<file path="config.mk">
export PLATFORM = sky130hd
export DESIGN_NAME = uart_rx
export DESIGN_NICKNAME = d
export VERILOG_FILES = /design/src/rtl/uart_rx.sv
export SDC_FILE = /design/constraint.sdc
export NUM_CORES = 1
export LEC_CHECK = 0
export ABC_AREA = 1
export BUFFER_PORTS_ARGS = -buffer_cell sky130_fd_sc_hd__buf_2
export CORE_MARGIN = 10
export CORE_UTILIZATION = 60
export DETAILED_ROUTE_END_ITERATION = 8
export GPL_TIMING_DRIVEN = 0
export PLACE_DENSITY = 0.81
export SYNTH_ARGS = -nofsm -noshare
export SYNTH_HDL_FRONTEND = slang
export SYNTH_SLANG_ARGS = --single-unit
export TNS_END_PERCENT = 1
</file>
<file path="constraint.sdc">
create_clock -name clk -period 3.5 [get_ports clk]
set_input_delay 0 -clock clk [delete_from_list [all_inputs] [get_ports clk]]
set_output_delay 0 -clock clk [all_outputs]
set_load 0.05 [all_outputs]
</file>
<file path="src/rtl/uart_rx.sv">
// uart_rx: 8N1 serial receiver that oversamples the synchronised rx line.
// Each frame delivers either a one-cycle UART_valid pulse with the byte on
// UART_msg, or a one-cycle UART_err pulse when the stop bit samples low.
//
// Ports:
//   clk         system clock (single domain)
//   rstb        synchronous reset, active HIGH despite the name
//   rx          asynchronous serial input, idle high
//   UART_msg    last correctly received byte, held between frames
//   UART_valid  one-cycle pulse, new byte on UART_msg
//   UART_err    one-cycle pulse, framing error (stop bit low)
module uart_rx #(
    parameter int unsigned C_CLK_FRQ         = 100_000_000,
    parameter int unsigned C_UART_RATE       = 115_200,
    parameter int unsigned C_UART_DATA_WIDTH = 8
) (
    input  logic                         clk,
    input  logic                         rstb,
    input  logic                         rx,
    output logic [C_UART_DATA_WIDTH-1:0] UART_msg,
    output logic                         UART_valid,
    output logic                         UART_err
);

    localparam int unsigned N     = C_CLK_FRQ / C_UART_RATE;
    localparam int unsigned H     = N / 2;
    localparam int unsigned W     = C_UART_DATA_WIDTH;
    localparam int unsigned CNT_W = (N > 1) ? $clog2(N) : 1;
    localparam int unsigned BIT_W = (W > 1) ? $clog2(W) : 1;

    // Compare values are one less than the interval: the counter is cleared
    // on the edge that enters a state, so it reads k-1 just before edge k.
    localparam logic [CNT_W-1:0] CNT_FULL = CNT_W'(N - 1);
    localparam logic [CNT_W-1:0] CNT_HALF = CNT_W'(H - 1);
    localparam logic [BIT_W-1:0] BIT_LAST = BIT_W'(W - 1);

    typedef enum logic [2:0] {
        S_WAIT_IDLE,
        S_IDLE,
        S_START,
        S_DATA,
        S_STOP
    } state_t;

    state_t           state_q, state_d;
    logic             sync1_q, sync2_q;
    logic [CNT_W-1:0] cnt_q, cnt_d;
    logic [BIT_W-1:0] bit_q, bit_d;
    logic [W-1:0]     shift_q, shift_d;
    logic [W-1:0]     msg_q, msg_d;
    logic             valid_q, valid_d;
    logic             err_q, err_d;
    logic             rx_s;

    assign rx_s = sync2_q;

    // Two-flop synchroniser; resets to the idle level so reset never looks like a start bit.
    always_ff @(posedge clk) begin
        if (rstb) begin
            sync1_q <= 1'b1;
            sync2_q <= 1'b1;
        end else begin
            sync1_q <= rx;
            sync2_q <= sync1_q;
        end
    end

    // State and datapath registers.
    always_ff @(posedge clk) begin
        if (rstb) begin
            state_q <= S_WAIT_IDLE;
            cnt_q   <= '0;
            bit_q   <= '0;
            shift_q <= '0;
            msg_q   <= '0;
            valid_q <= 1'b0;
            err_q   <= 1'b0;
        end else begin
            state_q <= state_d;
            cnt_q   <= cnt_d;
            bit_q   <= bit_d;
            shift_q <= shift_d;
            msg_q   <= msg_d;
            valid_q <= valid_d;
            err_q   <= err_d;
        end
    end

    // Next-state and output logic.
    always_comb begin
        state_d = state_q;
        cnt_d   = cnt_q + CNT_W'(1);
        bit_d   = bit_q;
        shift_d = shift_q;
        msg_d   = msg_q;
        valid_d = 1'b0;
        err_d   = 1'b0;

        unique case (state_q)
            S_WAIT_IDLE: begin
                // Need a full bit time of continuous high before trusting the line.
                if (!rx_s) begin
                    cnt_d = '0;
                end else if (cnt_q == CNT_FULL) begin
                    cnt_d   = '0;
                    state_d = S_IDLE;
                end
            end
            S_IDLE: begin
                cnt_d = '0;
                if (!rx_s) begin
                    state_d = S_START;
                end
            end
            S_START: begin
                // Mid start bit: a high sample here means the low was a glitch.
                if (cnt_q == CNT_HALF) begin
                    cnt_d   = '0;
                    bit_d   = '0;
                    state_d = rx_s ? S_IDLE : S_DATA;
                end
            end
            S_DATA: begin
                if (cnt_q == CNT_FULL) begin
                    cnt_d          = '0;
                    // LSB first: after W shifts bit i sits at position i.
                    shift_d        = shift_q >> 1;
                    shift_d[W-1]   = rx_s;
                    if (bit_q == BIT_LAST) begin
                        state_d = S_STOP;
                    end else begin
                        bit_d = bit_q + BIT_W'(1);
                    end
                end
            end
            S_STOP: begin
                if (cnt_q == CNT_FULL) begin
                    cnt_d = '0;
                    if (rx_s) begin
                        msg_d   = shift_q;
                        valid_d = 1'b1;
                        state_d = S_IDLE;
                    end else begin
                        err_d   = 1'b1;
                        state_d = S_WAIT_IDLE;
                    end
                end
            end
            default: begin
                cnt_d   = '0;
                state_d = S_WAIT_IDLE;
            end
        endcase
    end

    assign UART_msg   = msg_q;
    assign UART_valid = valid_q;
    assign UART_err   = err_q;

endmodule

</file>
# Yosys cells after proc, flatten, opt, wreduce, memory -nomap -nowiden
# Index checks and enable logic that the tools add are counted.
[word_totals]
ff_bits = 36
in_bits = 3
word_cells = 56
[classes]
n_addsub = 2
n_eq_ne = 15
mux = 20
n_bitwise = 2
n_reduce_logical = 8
[ops]
columns = ["op", "n"]
rows = [
  ["two-way mux 10 bit", 3],
  ["two-way mux 3 bit", 10],
  ["one-hot mux 10 bit (3 select lines)", 1],
  ["!= test 2 bit, second input constant", 8],
  ["one-hot mux 3 bit (5 select lines)", 1],
  ["adder 10 x 1 -> 10 bit, second input constant", 1],
  ["== test 10 bit, second input constant", 1],
  ["== test 10 x 9 -> 1 bit, second input constant", 1],
  ["AND reduction 7 bit", 1],
  ["== test 3 x 2 -> 1 bit, second input constant", 2],
  ["== test 3 bit, second input constant", 2],
  ["one-hot mux 3 bit (2 select lines)", 1],
  ["AND reduction 4 bit", 1],
  ["adder 3 x 1 -> 3 bit, second input constant", 1],
  ["== test 3 x 1 -> 1 bit, second input constant", 1],
  ["logical NOT 3 bit", 1],
  ["two-way mux 1 bit", 3],
  ["AND reduction 3 bit", 1],
  ["OR reduction 3 bit", 1],
  ["two-way mux 2 bit", 1],
  ["inverter 1 bit", 2],
  ["AND reduction 2 bit", 1],
  ["nonzero test 2 bit", 1],
  ["OR reduction 2 bit", 1],
]

# Logic depth before layout (Yosys ltp)
[depth]
ltp_word = 4
mapped_depth = 11

# Worst setup path before layout
# OpenSTA, ideal clock, no wires.
[synth_path]
path_kind = "register to register"
start = "register cnt_q[0]"
end = "register cnt_q[0]"
arrival_time_ps = 1341
required_ps = 3384
path_slack_ps = 2043
path_stages_with_launch = 11
synth_period_minus_slack_ps = 1457
cell_sequence = "dfxtp_1 ha_1 inv_1 nor3_4 nand2_4 nand2_1 nand2_1 inv_2 nand2_2 nand2_4 nor2_1"
[synth_via]
elab_chain_cells = 4
[synth_lines]
columns = ["item", "line_no", "source"]
rows = [
  ["start, declared", "47", "logic [CNT_W-1:0] cnt_q, cnt_d;"],
  ["start signal, assigned", "80", "cnt_q <= cnt_d;"],
  ["adder 10 x 1 -> 10 bit or == test 10 bit (tied branches)", "--", ""],
  ["two-way mux 10 bit", "104, 124, 137", ""],
  ["two-way mux 10 bit", "102", "if (!rx_s) begin"],
  ["one-hot mux 10 bit (3 select lines) *", "99", "unique case (state_q)"],
]
# Every way passes the cells marked *; elsewhere a longest branch is shown, timed or not.
# A chain may end at the register's enable or synchronous reset.

# Final worst setup path
# Ends and elaborated chain as after synthesis.

==> results_dict.tcl <==
set metrics [dict create \
    seq_power_share 0.590 \
    yosys.area.top_type_share 0.442 \
    ctsResizeCount 0 \
    portBuffers 12 \
    whs_path_depth 3 \
    gp_congestion 0.810 \
    synth-seq-cells 36 \
    gr-usage-all-layers 0.138 \
    drt_wl_total_um 3340 \
    ir_drop_uv 373 \
    synth_area_leaders "dfxtp_1, a21oi_1, o21ai_0, inv_1, nand2_1" \
    htree_num_levels 2 \
    nFillCells 214 \
    layout_common_cells "dfxtp_1, a21oi_1, inv_1, nand2_1, o21ai_0" \
    start_kind "register" \
    first_global_vias 1349 \
    cts_tree "built" \
    drive_above_1_share 0.221 \
    crit_required_ns 3.76 \
    via_per_inst 5.48 \
    antennaDiodeCount 0 \
    initial_core_util 0.640 \
    vias 1381 \
    fin_tns_setup_ns 0 \
    finalHoldViolCount 0 \
    slew_headroom 0.691 \
    post_synth_mux_area_share 0 \
    die_h_um 72.1 \
    clockPowerShare 0.320 \
    utilization 0.710 \
    drc_errors 0 \
    cts_setup_buffers 0 \
    finClkSkew_ns 0.0107 \
    slowest_delay_ns 0.39 \
    grt_max_degree 14 \
    grt_pass1_wl_um 5900 \
    critPathTopFamily "simple AND/OR/NAND/NOR gates" \
    worstPathCellList "ha_1 -> inv_1 -> nor3_4 -> nand2_4 -> nand2_1 -> nand2_1 -> inv_2 -> nand2_2 -> nand2_4 -> nor2_1" \
    final_common_cell "dfxtp_1" \
    hp-class "in2reg" \
    period_share 0.472 \
    synth_top_family_by_area "simple AND/OR/NAND/NOR gates" \
    final_cell_area_um2 1810 \
    min_period_ns 1.65 \
    outcome "finished, final reports clean" \
    synth_cells 200 \
    path_buf_inv 2 \
    yosys_warnings 0 \
    critPathSlowestCell "dfxtp_1" \
    synth_top_area_cell "dfxtp_1" \
    ys_types 32 \
    overflow 0 \
    arrival_ns 1.91 \
    power_density_nw_per_um2 402 \
    ios 13 \
    crit_path_max_fanout 8 \
    syn-num-nets 207 \
    cts_max_path_buffers 2 \
    syn2layout_area_growth_pct 11.0 \
    drt_iter0_markers 107 \
    synthAdderAreaFrac 0.0307 \
    fp-row-count 18 \
    dr.pass1.iters 4 \
    max-cap-violations 0 \
    reg2reg_setup_slack_ns 1.85 \
    worst_pin_slew_ns 0.464 \
    antenna_found_initial 0 \
    clkLatencyLatePin_ns 0.36 \
    ctsHoldBuffers 2 \
    dieArea_um2 5200 \
    path_clk_slew_ns 0.12 \
    grt_setup_unrepaired "false" \
    netlist_area_um2 1630 \
    crit_path_end_kind "register" \
    wl_per_cell_um 13.3 \
    synth_compound_area_frac 0.162 \
    clock-sinks 36 \
    dpl-instance-area_um2 1730 \
    cts_root_buf "clkbuf_4" \
    fmax_ghz 0.606 \
    power_switching_share 0.285 \
    power_leakage_nw 0.715 \
    ys_seq_area_frac 0.442 \
    dp_hpwl_um 2450 \
    drv_slew 0 \
    power_frac_comb 0.090 \
    reg2reg_depth 10 \
    timing.rr.start "cnt_q[0]$_SDFF_PP0_" \
    worst-setup-path-type "reg2reg" \
    power.switching_uw 207 \
    whs_endpoint "sync1_q$_SDFF_PP1_" \
    cts_buffers 5 \
    synthXorXnorAreaFrac 0.0108 \
    ant_nets 0 \
    finalSetupViolCount 0 \
    synth_simple_gate_area_frac 0.269 \
    hp-start "rx" \
    r2r-end "cnt_q[0]$_SDFF_PP0_" \
    die_x_um 72.1 \
    fin_nets 228 \
    syn_avg_cell_area_um2 8.15 \
    coreArea_um2 2540 \
    p_int_uw 520 \
]
## logic make-up after synthesis
group	after synthesis
AOI/OAI and AO/OA	49
xor gates and xnor gates	2
adders and majority gates	4
buffers and inverters	32
DFF	36
and+or+nand+nor	77
## metal layers
layer  GRT usage  share of wire  up-vias
li1            -              -      706
met1       0.168           0.47      641
met2       0.211           0.47       26
met3      0.0490          0.047        8
met4      0.0667          0.015        0
met5           0              0        -
## worst max-delay path by stage
stage | start | to | slack (ns) | cells past startpoint
after floorplan | cnt_q[0]$_SDFF_PP0_ | cnt_q[0]$_SDFF_PP0_ | 2.04 | 10
after global placement | cnt_q[0]$_SDFF_PP0_ | cnt_q[3]$_SDFF_PP0_ | 1.90 | 10
after detailed placement | cnt_q[0]$_SDFF_PP0_ | cnt_q[3]$_SDFF_PP0_ | 1.85 | 10
after CTS | cnt_q[0]$_SDFF_PP0_ | cnt_q[3]$_SDFF_PP0_ | 1.84 | 10
final | cnt_q[0]$_SDFF_PP0_ | cnt_q[0]$_SDFF_PP0_ | 1.85 | 10
after global routing | cnt_q[0]$_SDFF_PP0_ | bit_q[2]$_SDFFE_PP0P_ | 1.70 | 8
## power by group through the flow
stage	Sequential (mW)	Combinational, mW	Clock [mW]
finish	0.429	0.0654	0.232
global route	0.431	0.0747	0.254
global placement	0.437	0.0589	0
floorplan	0.436	0.0486	0
CTS	0.429	0.0652	0.236
detailed placement	0.438	0.0623	0
## cell usage after synthesis
cell and instances:
ha_1 4, a31oi_1 1, nand2_2 3, a21oi_1 24, inv_2 5, or2_2 2
nor2_1 17, nor3_4 1, nand3_2 2, nor2_8 1, nand4_1 1, nor3_1 2
nand3_1 12, a21oi_2 1, nor3_2 3, nand3_4 1, buf_6 1, nand2_1 23
nor2_2 3, clkbuf_1 2, inv_1 23, a22oi_1 1, o21ai_0 18, o21ai_4 1
dfxtp_1 36, buf_8 1, xor2_1 1, nor2_4 2, nor4_1 2, nand2_4 2
xnor2_1 1, o21ai_1 3
## worst register-to-register path, delay by kind of cell (launching register included)
kind	cells	cell delay, ns
buffers and inverters	2	0.18
flip-flops	1	0.39
AND/OR/NAND/NOR	7	0.77
adder cells (fa/ha/maj)	1	0.21
## metrics by stage
step                instances  power [mW]  setup WS [ns]  hold slack (ns)
floorplan                 200       0.485           2.04            0.104
CTS                       252       0.730           1.84            0.352
global placement          242       0.496           1.90            0.186
detailed placement        242       0.501           1.85            0.199
finish                    252       0.727           1.85            0.351
global route              252       0.760           1.70            0.369
## flip-flops by register name (all words and copies together), names as in the netlist
register    count
rx_s            1
state_q         3
UART_msg        8
shift_q         8
cnt_q          10
bit_q           3
UART_err        1
sync1_q         1
UART_valid      1
## final cells by class
class,instances,area [um^2],area share
clock buffer,5,37.5,0.0208
sequential,36,721,0.399
timing repair buffer,14,80.1,0.0443
buffer,4,33.8,0.0187
tap,30,37.5,0.0208
inverter,28,105,0.0581
multi-input combinational,132,769,0.426
clock inverter,3,23.8,0.0131
Power figures use the tool's default switching activity.
